$ cat src/rtl/aortc_apb_master.sv
// aortc_apb_master: queued APB2 initiator for the always-on RTC domain.
// Commands enter through a valid/ready port into a small FIFO and are
// issued one at a time as zero-wait SETUP/ACCESS transfers. Each completed
// transfer produces a single-cycle response strobe carrying the read data.
module aortc_apb_master #(
    parameter int FIFO_DEPTH = 4
) (
    input  logic        pclk,
    input  logic        presetn,
    // Command port
    input  logic        cmd_valid,
    output logic        cmd_ready,
    input  logic        cmd_write,
    input  logic [31:0] cmd_addr,
    input  logic [31:0] cmd_wdata,
    input  logic [2:0]  cmd_prot,
    // Response strobe (no backpressure)
    output logic        rsp_valid,
    output logic        rsp_write,
    output logic [31:0] rsp_rdata,
    output logic        busy,
    // APB2 initiator
    output logic        psel,
    output logic        penable,
    output logic        pwrite,
    output logic [31:0] paddr,
    output logic [31:0] pwdata,
    output logic [2:0]  pprot,
    input  logic [31:0] prdata
);

    localparam int AW = $clog2(FIFO_DEPTH);
    localparam logic [AW:0] CNT_FULL = (AW+1)'(FIFO_DEPTH);

    typedef enum logic [1:0] {
        IDLE   = 2'd0,
        SETUP  = 2'd1,
        ACCESS = 2'd2
    } state_t;

    // One buffered command. Write data is zeroed for reads at push time so
    // the pop path can load pwdata without further qualification.
    typedef struct packed {
        logic        write;
        logic [31:0] addr;
        logic [31:0] wdata;
        logic [2:0]  prot;
    } cmd_t;

    cmd_t          mem [FIFO_DEPTH];
    cmd_t          head;
    logic [AW-1:0] wr_ptr;
    logic [AW-1:0] rd_ptr;
    logic [AW:0]   count;
    logic          full;
    logic          empty;
    logic          push;
    logic          pop;

    state_t        state;
    state_t        next_state;

    // FIFO status comes from the registered count only, so a pop in the
    // current cycle cannot raise cmd_ready until the following cycle.
    assign full      = (count == CNT_FULL);
    assign empty     = (count == '0);
    assign cmd_ready = !full;
    assign push      = cmd_valid && !full;
    assign head      = mem[rd_ptr];
    assign busy      = !empty || (state != IDLE);

    // Command storage write port.
    // NOTE: the storage array carries no reset; an entry is only ever read
    // after it was written, and the count/pointers (which are reset) decide
    // which entries are live, so resetting the data would add nothing.
    always_ff @(posedge pclk) begin
        if (push) begin
            mem[wr_ptr] <= '{write: cmd_write,
                             addr:  cmd_addr,
                             wdata: cmd_write ? cmd_wdata : 32'h0,
                             prot:  cmd_prot};
        end
    end

    // FIFO pointers and occupancy; pointers wrap naturally at the power-of-two depth.
    // NOTE: sequential state uses non-blocking assignments so every register
    // samples the pre-edge values of its inputs regardless of block order.
    always_ff @(posedge pclk or negedge presetn) begin
        if (!presetn) begin
            wr_ptr <= '0;
            rd_ptr <= '0;
            count  <= '0;
        end else begin
            if (push) wr_ptr <= wr_ptr + AW'(1);
            if (pop)  rd_ptr <= rd_ptr + AW'(1);
            unique case ({push, pop})
                2'b10:   count <= count + (AW+1)'(1);
                2'b01:   count <= count - (AW+1)'(1);
                default: count <= count;
            endcase
        end
    end

    // Transfer FSM state register.
    always_ff @(posedge pclk or negedge presetn) begin
        if (!presetn) state <= IDLE;
        else          state <= next_state;
    end

    // Next-state, pop decision and APB phase strobes.
    // NOTE: every signal written here gets a default first, so no path can
    // leave one unassigned and infer a latch.
    always_comb begin
        next_state = state;
        pop        = 1'b0;
        psel       = 1'b0;
        penable    = 1'b0;
        unique case (state)
            IDLE: begin
                if (!empty) begin
                    pop        = 1'b1;
                    next_state = SETUP;
                end
            end
            SETUP: begin
                psel       = 1'b1;
                next_state = ACCESS;
            end
            ACCESS: begin
                psel    = 1'b1;
                penable = 1'b1;
                if (!empty) begin
                    pop        = 1'b1;
                    next_state = SETUP;
                end else begin
                    next_state = IDLE;
                end
            end
            default: next_state = IDLE;
        endcase
    end

    // Bus address/data/control: loaded only on a pop, held otherwise.
    always_ff @(posedge pclk or negedge presetn) begin
        if (!presetn) begin
            paddr  <= '0;
            pwrite <= 1'b0;
            pwdata <= '0;
            pprot  <= '0;
        end else if (pop) begin
            paddr  <= head.addr;
            pwrite <= head.write;
            pwdata <= head.wdata;
            pprot  <= head.prot;
        end
    end

    // Completion strobe: prdata is captured only at the edge ending ACCESS.
    always_ff @(posedge pclk or negedge presetn) begin
        if (!presetn) begin
            rsp_valid <= 1'b0;
            rsp_write <= 1'b0;
            rsp_rdata <= '0;
        end else begin
            rsp_valid <= (state == ACCESS);
            if (state == ACCESS) begin
                rsp_write <= pwrite;
                rsp_rdata <= pwrite ? 32'h0 : prdata;
            end
        end
    end

endmodule
$ cat config.mk
export PLATFORM = sky130hd
export DESIGN_NAME = aortc_apb_master
export DESIGN_NICKNAME = d
export VERILOG_FILES = /design/src/rtl/aortc_apb_master.sv
export SDC_FILE = /design/constraint.sdc
export NUM_CORES = 1
export LEC_CHECK = 0
export ABC_AREA = 1
export ABC_CLOCK_PERIOD_IN_PS = 6700
export BUFFER_PORTS_ARGS = -buffer_cell sky130_fd_sc_hd__buf_4
export CORE_MARGIN = 1
export CORE_UTILIZATION = 49
export CTS_BUF_LIST = sky130_fd_sc_hd__clkbuf_4
export DETAILED_ROUTE_END_ITERATION = 8
export PLACE_DENSITY = 0.76
export SYNTH_ARGS = -nofsm -noshare
export SYNTH_HDL_FRONTEND = slang
export SYNTH_SLANG_ARGS = --single-unit
$ cat constraint.sdc
create_clock -name pclk -period 6.7 [get_ports pclk]
set_clock_uncertainty 0.05 [all_clocks]
set_input_delay 1.005 -clock pclk [delete_from_list [all_inputs] [get_ports pclk]]
set_output_delay 1.005 -clock pclk [all_outputs]
set_load 0.01 [all_outputs]
==> results.sh, run 1 <==
export IMPL_syn_avg_cell_area_um2=10.2
export IMPL_numPlacedInstances=2152
export IMPL_layout_drive_gt1_share_pct=20.6
export IMPL_num_rows=65
export IMPL_start_util_pct=50.1
export IMPL_totalWireLength_um=34200
export IMPL_hold_class="primary input to asynchronous set/reset pin"
export IMPL_slowest_stage="buf_4"
export IMPL_grt_pass1_wl_um=55100
export IMPL_dr_pass1_iters=5
export IMPL_place_ws_ns=3.65
export IMPL_synth_largest_area_cell="edfxtp_1"
export IMPL_slew_viol_final=0
export IMPL_status="finished clean"
export IMPL_die_h_um=182
export IMPL_portBuffers=208
export IMPL_critPathMaxFanout=71
export IMPL_vias=11026
export IMPL_setup_ws_ns=3.69
export IMPL_cts_root_buf="clkbuf_4"
export IMPL_syn_nets=1680
export IMPL_numCtsBuffers=95
export IMPL_gp_congestion=0.712
export IMPL_wl_met3_um=2390
export IMPL_postCtsHoldBufs=0
export IMPL_ys_seq_area_share_pct=68.7
export IMPL_drc=0
export IMPL_worst_path_buf_inv=3
export IMPL_final_cells=2332
export IMPL_dp_hpwl_um=19500
export IMPL_die_area_um2=33200
export IMPL_rsz0062_at_grt="no"
export IMPL_netlist_top_cells_area="edfxtp_1, dfrtp_1, nand2_1"
export IMPL_overflow=0
export IMPL_highest_layer="met5"
export IMPL_relSlewSlack_pct=15.7
export IMPL_cp_cell_sequence="inv_1 -> ha_1 -> nor2_1 -> a21oi_4 -> buf_4 -> ha_1 -> inv_1 -> fa_1 -> nand2_1 -> nand3_1 -> xor2_1"
export IMPL_wl_met2_um=16500
export IMPL_nets=1927
export IMPL_maxCapViolCount=0
export IMPL_io_pins=209
export IMPL_period_share_pct=44.9
export IMPL_crit_family="adder cells"
export IMPL_crit_arrival_ns=3.52
export IMPL_drt_met1_wl_um=14600
export IMPL_final_area_um2=19100
export IMPL_netlist_instances=1567
export IMPL_fin_crit_ns=3.01
export IMPL_tns_ns=0
export IMPL_die_x_um=182
export IMPL_hold_viol=0
export IMPL_clock_fmax_mhz=332
export IMPL_drt_wirelength_per_cell_um=14.7
export IMPL_ys_flop_type="edfxtp_1"
export IMPL_holdWs_ns=0.332
export IMPL_leakagePower_nw=9.58
export IMPL_irDropWorstVdd_mv=0.345
export IMPL_synth_area_um2=15900
export IMPL_grt_pass1_vias=11164
export IMPL_total_power_mw=8.62
export IMPL_synthArstFlopShare_pct=29.0
export IMPL_clockBufferDepth=3
export IMPL_cts_tree="done"
export IMPL_tightest_slew_ns=1.26
export IMPL_drt_iter0_markers=481
export IMPL_grt_util_all_layers_pct=21.2
export IMPL_cts_setup_buffers=0
export IMPL_synth_edf_count=272
export IMPL_synth_seq_cells=383
export IMPL_antenna_found_initial=2
export IMPL_cts_resized=0
export IMPL_synth_distinct_cells=21
export IMPL_vias_per_cell=4.73
export IMPL_ant_nets=0
export IMPL_most_common_layout_cells="nand2_1, inv_1, edfxtp_1, buf_4, clkbuf_4"
export IMPL_design_core_area_um2=31800
export IMPL_endpoint_kind="register"
export IMPL_yosysTopAreaCellShare_pct=51.3
export IMPL_required_ns=7.21
export IMPL_fillers=2582
export IMPL_cellPowerDensity_nw_per_um2=450
export IMPL_grt_max_degree=83
export IMPL_setup_viol=0
export IMPL_final_core_util_pct=60.2
export IMPL_cts_clk_slew_worst_paths_ns=0.07
export IMPL_cts_htree_levels=3
export IMPL_layout_commonest_cell="nand2_1"
export IMPL_dpl_instance_area_um2=17800
export IMPL_syn_to_final_growth_pct=20.1
export IMPL_yosys_warnings=0
export IMPL_max_stage_delay_ns=0.68
export IMPL_worstSkewPairLatency_ns=0.75
export IMPL_worst_setup_path_type="register to register"
export IMPL_clock_sinks=383
export IMPL_critPathLaunchType="register"
cell families (layout without fill, tap and decap cells):
group                      count (synthesis)  in the layout  synth area share [%]
buffers and inverters                    391            720                  9.65
adders and majority gates                 10             10                 0.832
AOI/OAI and AO/OA                         37             37                  2.01
other                                      0              1                     0
and+or+nand+nor                          743            743                  18.6
xor gates and xnor gates                   3              3                 0.165
DFF                                      383            383                  68.7
path summary, 6_finish.rpt:
check | startpoint | end | slack (ns) | depth (start not counted)
worst max-delay path | state[0]$_DFFE_PN0P_ | count[2]$_DFFE_PN0P_ | 3.69 | 11
worst min-delay path | presetn | paddr[15]$_DFFE_PN0P_ | 0.33 | 1
worst max register to register | state[0]$_DFFE_PN0P_ | count[2]$_DFFE_PN0P_ | 3.69 | 11
worst min register to register | pwdata[4]$_DFFE_PN0P_ | pwdata[4]$_DFFE_PN0P_ | 0.43 | 2
max in group asynchronous | presetn | rsp_rdata[2]$_DFFE_PN0P_ | 5.01 | 2
min in group pclk | cmd_addr[27] | mem[3][62]$_DFFE_PP_ | 0.41 | 1
Yosys cell counts, types with 9 or more instances:
cell type,instances
nand2_1,593
inv_1,321
edfxtp_1,272
nand3_1,138
dfrtp_1,111
buf_2,50
a22o_1,32
clkbuf_1,16
nor2_1,10
ha_1,9
per-layer routing:
metal / vias to the layer above / GRT usage, %
met2: 391 / 35.8
met4: 2 / 8.81
li1: 5409 / -
met1: 5153 / 26.4
met5: - / 0
met3: 71 / 4.89
state kept, by name (all words and copies together), names as in the netlist, 2 cells and up:
register	cells
paddr	32
pwdata	32
rd_ptr	2
pprot	3
state	2
rsp_rdata	32
mem	272
wr_ptr	2
count	3
cell type report:
cell class / count / area (um2) / area share [%]
Sequential cell: 383 / 11000 / 57.3
Clock buffer: 148 / 1110 / 5.81
Timing Repair Buffer: 218 / 1640 / 8.56
Antenna cell: 1 / 2.50 / 0.0131
Clock inverter: 31 / 178 / 0.929
Inverter: 323 / 1220 / 6.36
Multi-Input combinational cell: 793 / 3490 / 18.2
Tap cell: 435 / 544 / 2.85
report_power, final:
group	internal, mW	switching [mW]	leakage, nW
Sequential	3.25	0.392	3.89
Combinational	1.10	1.90	4.92
Clock	1.05	0.914	0.766
Total	5.41	3.21	9.58
Power figures use the tool's default switching activity.
==> run 2: changes to the inputs <==
--- a/config.mk
+++ b/config.mk
@@ -6,7 +6,7 @@
 export NUM_CORES = 1
 export LEC_CHECK = 0
 export ABC_AREA = 1
-export ABC_CLOCK_PERIOD_IN_PS = 6700
+export ABC_CLOCK_PERIOD_IN_PS = 3100
 export BUFFER_PORTS_ARGS = -buffer_cell sky130_fd_sc_hd__buf_4
 export CORE_MARGIN = 1
 export CORE_UTILIZATION = 49
==> constraint.sdc (replaced) <==
create_clock -name pclk -period 3.1 [get_ports pclk]
set_clock_uncertainty 0.05 [all_clocks]
set_input_delay 0.465 -clock pclk [delete_from_list [all_inputs] [get_ports pclk]]
set_output_delay 0.465 -clock pclk [all_outputs]
set_load 0.01 [all_outputs]
==> run 2 against run 1 <==
Effect of this change:
- via count grew 4.6%
- critical path depth is 5 lower
- sequential power is 110% higher
- clock power increased by 120%
- total power rose by 120%
- flip-flop and latch count did not move
- core utilization up 3.5 points
- cell count grew 4.2%
- cell area grew 5.8%
==> results.sh, run 2 (same netlist as run 1, synthesis figures left out) <==
export IMPL_tightest_slew_ns=0.966
export IMPL_num_rows=65
export IMPL_power_frac_comb_pct=37.5
export IMPL_rsz0062_at_grt="no"
export IMPL_required_ns=2.58
export IMPL_cts_setup_buffers=0
export IMPL_cts_root_buf="clkbuf_4"
export IMPL_vias=11534
export IMPL_die_area_um2=33200
export IMPL_worst_path_buf_inv=4
export IMPL_totalWireLength_um=36700
export IMPL_status="finished clean"
export IMPL_dr_pass1_iters=5
export IMPL_crit_path_frequent_cell="inv_1"
export IMPL_drt_iter0_markers=599
export IMPL_crit_family="buffers and inverters"
export IMPL_clock_sinks=383
export IMPL_hold_viol=0
export IMPL_seqPwrFrac_pct=40.0
export IMPL_slew_viol_final=0
export IMPL_grt_util_all_layers_pct=22.8
export IMPL_top_register="mem"
export IMPL_holdWs_ns=0.0485
export IMPL_start_util_pct=50.1
export IMPL_nets=2025
export IMPL_worstSkewPairLatency_ns=0.73
export IMPL_leakagePower_nw=10.1
export IMPL_antenna_found_initial=1
export IMPL_relSlewSlack_pct=35.6
export IMPL_die_h_um=182
export IMPL_drt_wirelength_per_cell_um=15.1
export IMPL_cts_resized=0
export IMPL_crit_arrival_ns=1.95
export IMPL_die_x_um=182
export IMPL_setup_viol=0
export IMPL_maxCapViolCount=0
export IMPL_largest_reg_flops=272
export IMPL_layout_commonest_cell="nand2_1"
export IMPL_syn_to_final_growth_pct=27.0
export IMPL_drc=0
export IMPL_vias_per_cell=4.75
export IMPL_cts_tree="done"
export IMPL_irDropWorstVdd_mv=0.658
export IMPL_tns_ns=0
export IMPL_clkPwrFrac_pct=22.5
export IMPL_io_pins=209
export IMPL_endpoint_kind="output port"
export IMPL_grt_max_degree=139
export IMPL_clock_fmax_mhz=405
export IMPL_portBuffers=208
export IMPL_gp_congestion=0.713
export IMPL_rrSetupSlack_ns=0.80
export IMPL_hold_class="primary input to register"
export IMPL_final_cells=2430
export IMPL_overflow=0
export IMPL_grt_pass1_vias=11897
export IMPL_cellPowerDensity_nw_per_um2=943
export IMPL_postCtsHoldBufs=85
export IMPL_max_stage_delay_ns=0.41
export IMPL_slowest_stage="dfrtp_1"
export IMPL_power_switching_mw=7.13
export IMPL_cts_clk_slew_worst_paths_ns=0.07
export IMPL_cts_htree_levels=3
export IMPL_period_share_pct=79.6
export IMPL_critPathLaunchType="register"
export IMPL_dpl_instance_area_um2=18100
export IMPL_dp_hpwl_um=20200
export IMPL_ant_nets=0
export IMPL_fin_crit_ns=2.47
export IMPL_place_ws_ns=0.823
export IMPL_numCtsBuffers=97
export IMPL_most_common_layout_cells="nand2_1, inv_1, edfxtp_1, buf_4, clkbuf_4"
export IMPL_final_area_um2=20200
export IMPL_layout_drive_gt1_share_pct=20.4
export IMPL_worst_setup_path_type="register to output port"
export IMPL_swShare_pct=37.3
export IMPL_p_int_mw=12.0
export IMPL_numPlacedInstances=2163
export IMPL_grt_pass1_wl_um=59400
export IMPL_clockBufferDepth=3
export IMPL_cp_cell_sequence="inv_1 -> ha_1 -> inv_1 -> nor2_1 -> inv_1 -> buf_4"
export IMPL_critPathMaxFanout=4
export IMPL_setup_ws_ns=0.633
export IMPL_design_core_area_um2=31800
run 2: worst paths after layout:
kind	start	endpoint	cells after the start
max	state[1]$_DFFE_PN0P_	busy	6
min	cmd_wdata[13]	mem[3][16]$_DFFE_PP_	3
max reg2reg	count[1]$_DFFE_PN0P_	count[2]$_DFFE_PN0P_	10
min reg2reg	pprot[1]$_DFFE_PN0P_	pprot[1]$_DFFE_PN0P_	2
max in group asynchronous	presetn	rsp_rdata[7]$_DFFE_PN0P_	3
min in group asynchronous	presetn	paddr[16]$_DFFE_PN0P_	2
run 2: power by group through the flow:
stage / Sequential [mW] / Clock (mW) / Combinational [mW]
floorplan: 7.94 / 0 / 4.11
global placement: 7.67 / 0 / 6.85
detailed placement: 7.71 / 0 / 7.09
CTS: 7.62 / 4.39 / 7.21
global route: 7.76 / 4.69 / 8.03
finish: 7.64 / 4.29 / 7.15
run 2: layer usage:
layer	vias up	global-route usage (%)	share of wire (%)
met3	78	4.85	6.8
met4	0	9.14	2.2
li1	5620	-	-
met2	413	38.8	49
met5	-	0	0
met1	5423	28.5	42
run 2: per-stage QoR:
stage / power (mW) / util (%)
floorplan: 12.0 / -
global placement: 14.5 / 56.9
detailed placement: 14.8 / 56.9
CTS: 19.2 / 63.6
global route: 20.5 / 63.7
finish: 19.1 / 63.7
run 2: tightest hold or removal path, stage by stage:
cell	delay, ns
buf_4	0.07
nand2_1	0.05
inv_1	0.09
run 2: area by class of cell:
cell class,count,area [um2]
fill,2461,11600
sequential,383,11000
multi-input combinational,793,3490
timing repair buffer,314,2750
inverter,323,1220
clock buffer,156,1170
tap,435,544
clock inverter,25,120
antenna,1,2.50
==> run 3: changes to the inputs <==
--- a/config.mk
+++ b/config.mk
@@ -6,7 +6,7 @@
 export NUM_CORES = 1
 export LEC_CHECK = 0
 export ABC_AREA = 1
-export ABC_CLOCK_PERIOD_IN_PS = 3100
+export ABC_CLOCK_PERIOD_IN_PS = 2500
 export BUFFER_PORTS_ARGS = -buffer_cell sky130_fd_sc_hd__buf_4
 export CORE_MARGIN = 1
 export CORE_UTILIZATION = 49
==> constraint.sdc (replaced) <==
create_clock -name pclk -period 2.5 [get_ports pclk]
set_clock_uncertainty 0.05 [all_clocks]
set_input_delay 0.375 -clock pclk [delete_from_list [all_inputs] [get_ports pclk]]
set_output_delay 0.375 -clock pclk [all_outputs]
set_load 0.01 [all_outputs]
==> run 3 against run 2 <==
Effect of this change:
- combinational power increased by 23%
- total power rose by 22%
- die area is the same
- routed wire length is 3.3% lower
- critical path type unchanged
- critical endpoint unchanged
- largest cell class unchanged
==> results.sh, run 3 (same netlist as run 1, synthesis figures left out) <==
export IMPL_rrSetupSlack_ns=0.34
export IMPL_cts_clk_slew_worst_paths_ns=0.07
export IMPL_clock_fmax_mhz=434
export IMPL_crit_arrival_ns=1.88
export IMPL_place_ws_ns=0.344
export IMPL_drt_met1_wl_um=15000
export IMPL_start_util_pct=50.1
export IMPL_grt_util_all_layers_pct=22.1
export IMPL_vias=11487
export IMPL_portBuffers=208
export IMPL_final_core_util_pct=63.8
export IMPL_worst_path_buf_inv=4
export IMPL_endpoint_kind="output port"
export IMPL_critPathLaunchType="register"
export IMPL_hold_depth=1
export IMPL_required_ns=2.08
export IMPL_io_pins=209
export IMPL_max_stage_delay_ns=0.42
export IMPL_syn_to_final_growth_pct=27.3
export IMPL_fin_crit_ns=2.30
export IMPL_grt_max_degree=139
export IMPL_top_register="mem"
export IMPL_crit_path_frequent_cell="inv_1"
export IMPL_cellPowerDensity_nw_per_um2=1140
export IMPL_status="finished clean"
export IMPL_maxCapViolCount=0
export IMPL_tightest_slew_ns=0.909
export IMPL_gp_congestion=0.765
export IMPL_cts_htree_levels=3
export IMPL_wl_met3_um=2150
export IMPL_critPathMaxFanout=4
export IMPL_hold_path_startpoint="cmd_write"
export IMPL_reg2reg_to="rd_ptr[1]$_DFFE_PN0P_"
export IMPL_grt_pass1_vias=11787
export IMPL_leakagePower_nw=10.0
export IMPL_cts_tree="done"
export IMPL_slew_viol_final=0
export IMPL_overflow=0
export IMPL_clock_sinks=383
export IMPL_worst_setup_path_type="register to output port"
export IMPL_die_x_um=182
export IMPL_ant_nets=0
export IMPL_wl_met2_um=17800
export IMPL_cts_root_buf="clkbuf_4"
export IMPL_antenna_found_initial=1
export IMPL_hold_viol=0
export IMPL_totalWireLength_um=35500
export IMPL_worstHoldEndpoint="mem[0][67]$_DFFE_PP_"
export IMPL_dr_pass1_iters=5
export IMPL_dp_hpwl_um=20300
export IMPL_grt_pass1_wl_um=57700
export IMPL_vias_per_cell=4.70
export IMPL_relSlewSlack_pct=39.4
export IMPL_worstSkewPairLatency_ns=0.70
export IMPL_num_rows=65
export IMPL_numCtsBuffers=95
export IMPL_drc=0
export IMPL_hold_class="primary input to register"
export IMPL_largest_reg_flops=272
export IMPL_clockBufferDepth=3
export IMPL_setup_viol=0
export IMPL_ff2ff_path_depth=7
export IMPL_irDropWorstVdd_mv=0.781
export IMPL_highest_layer="met4"
export IMPL_design_core_area_um2=31800
export IMPL_slowest_stage="dfrtp_1"
export IMPL_nets=2041
export IMPL_drt_iter0_markers=677
export IMPL_regToRegStartpoint="state[0]$_DFFE_PN0P_"
export IMPL_setup_ws_ns=0.195
export IMPL_layout_drive_gt1_share_pct=19.2
export IMPL_drt_wirelength_per_cell_um=14.5
export IMPL_die_h_um=182
export IMPL_crit_family="flip-flops"
export IMPL_total_power_mw=23.2
export IMPL_period_share_pct=92.2
export IMPL_numPlacedInstances=2165
export IMPL_die_area_um2=33200
export IMPL_layout_commonest_cell="nand2_1"
export IMPL_cp_cell_sequence="inv_1 -> ha_2 -> inv_1 -> nor2_2 -> inv_1 -> buf_4"
export IMPL_final_cells=2444
export IMPL_most_common_layout_cells="nand2_1, inv_1, edfxtp_1, buf_4, nand3_1"
export IMPL_rsz0062_at_grt="no"
==> run 3: cell types whose count changed in the layout (fill, tap and decap cells not counted), moves of 2 or more <==
| cell | change |
|---|---|
| clkbuf_4 | -28 |
| clkinv_1 | +21 |
| dlygate4sd3_1 | +16 |
| buf_4 | +6 |
| buf_12 | -4 |
| clkinv_2 | +2 |
| clkinv_4 | -2 |
==> run 3: repair_timing <==
action | in CTS | in global routing
resized for setup | 0 | 2
hold endpoints to repair | 359 | 0
setup endpoints to repair | 0 | 1
hold buffers | 101 | 0
buffers inserted | 0 | 0
==> run 3: layout make-up <==
type,count,area [um2]
fill,2452,11500
sequential,383,11000
multi-input combinational,793,3490
timing repair buffer,332,2870
inverter,323,1220
clock buffer,128,961
tap,435,544
clock inverter,49,238
antenna,1,2.50
==> run 3: worst register-to-register path: stages, from the launching register on <==
cell and delay [ns]:
dfrtp_1 0.41, inv_1 0.10, ha_1 0.31, nor2_1 0.11, a21oi_4 0.13, buf_4 0.68, o21ai_1 0.18, nand2_1 0.09
==> run 3: worst max path at each step <==
stage | startpoint | end | slack, ns | cells past startpoint
floorplan | count[0]$_DFFE_PN0P_ | mem[0][0]$_DFFE_PP_ | -0.57 | 4
global placement | state[0]$_DFFE_PN0P_ | count[2]$_DFFE_PN0P_ | 0.42 | 10
detailed placement | state[0]$_DFFE_PN0P_ | count[2]$_DFFE_PN0P_ | 0.34 | 10
CTS | state[0]$_DFFE_PN0P_ | busy | 0.04 | 6
global route | state[0]$_DFFE_PN0P_ | busy | 0.02 | 6
finish | state[1]$_DFFE_PN0P_ | busy | 0.20 | 6
==> run 3: metal layers <==
layer	up-vias	track usage, %
li1	5643	-
met1	5438	27.1
met2	359	38.7
met3	47	5.01
met4	0	7.29
met5	-	0
==> run 3: where the power goes <==
group	switching [mW]	internal (mW)	leakage, nW
sequential	0.749	8.71	3.89
combinational	5.50	3.28	5.45
clock	2.46	2.52	0.704
==> run 3: through the flow <==
stage / TNS (ns) / instance area (um2) / hold slack (ns)
2_1_floorplan: -156.06 / 15900 / 0.0294
3_3_place_gp: 0 / 18100 / 0.416
3_5_place_dp: 0 / 18100 / 0.416
4_1_cts: 0 / 20300 / 0.111
5_1_grt: 0 / 20300 / 0.0937
6_report: 0 / 20300 / 0.162
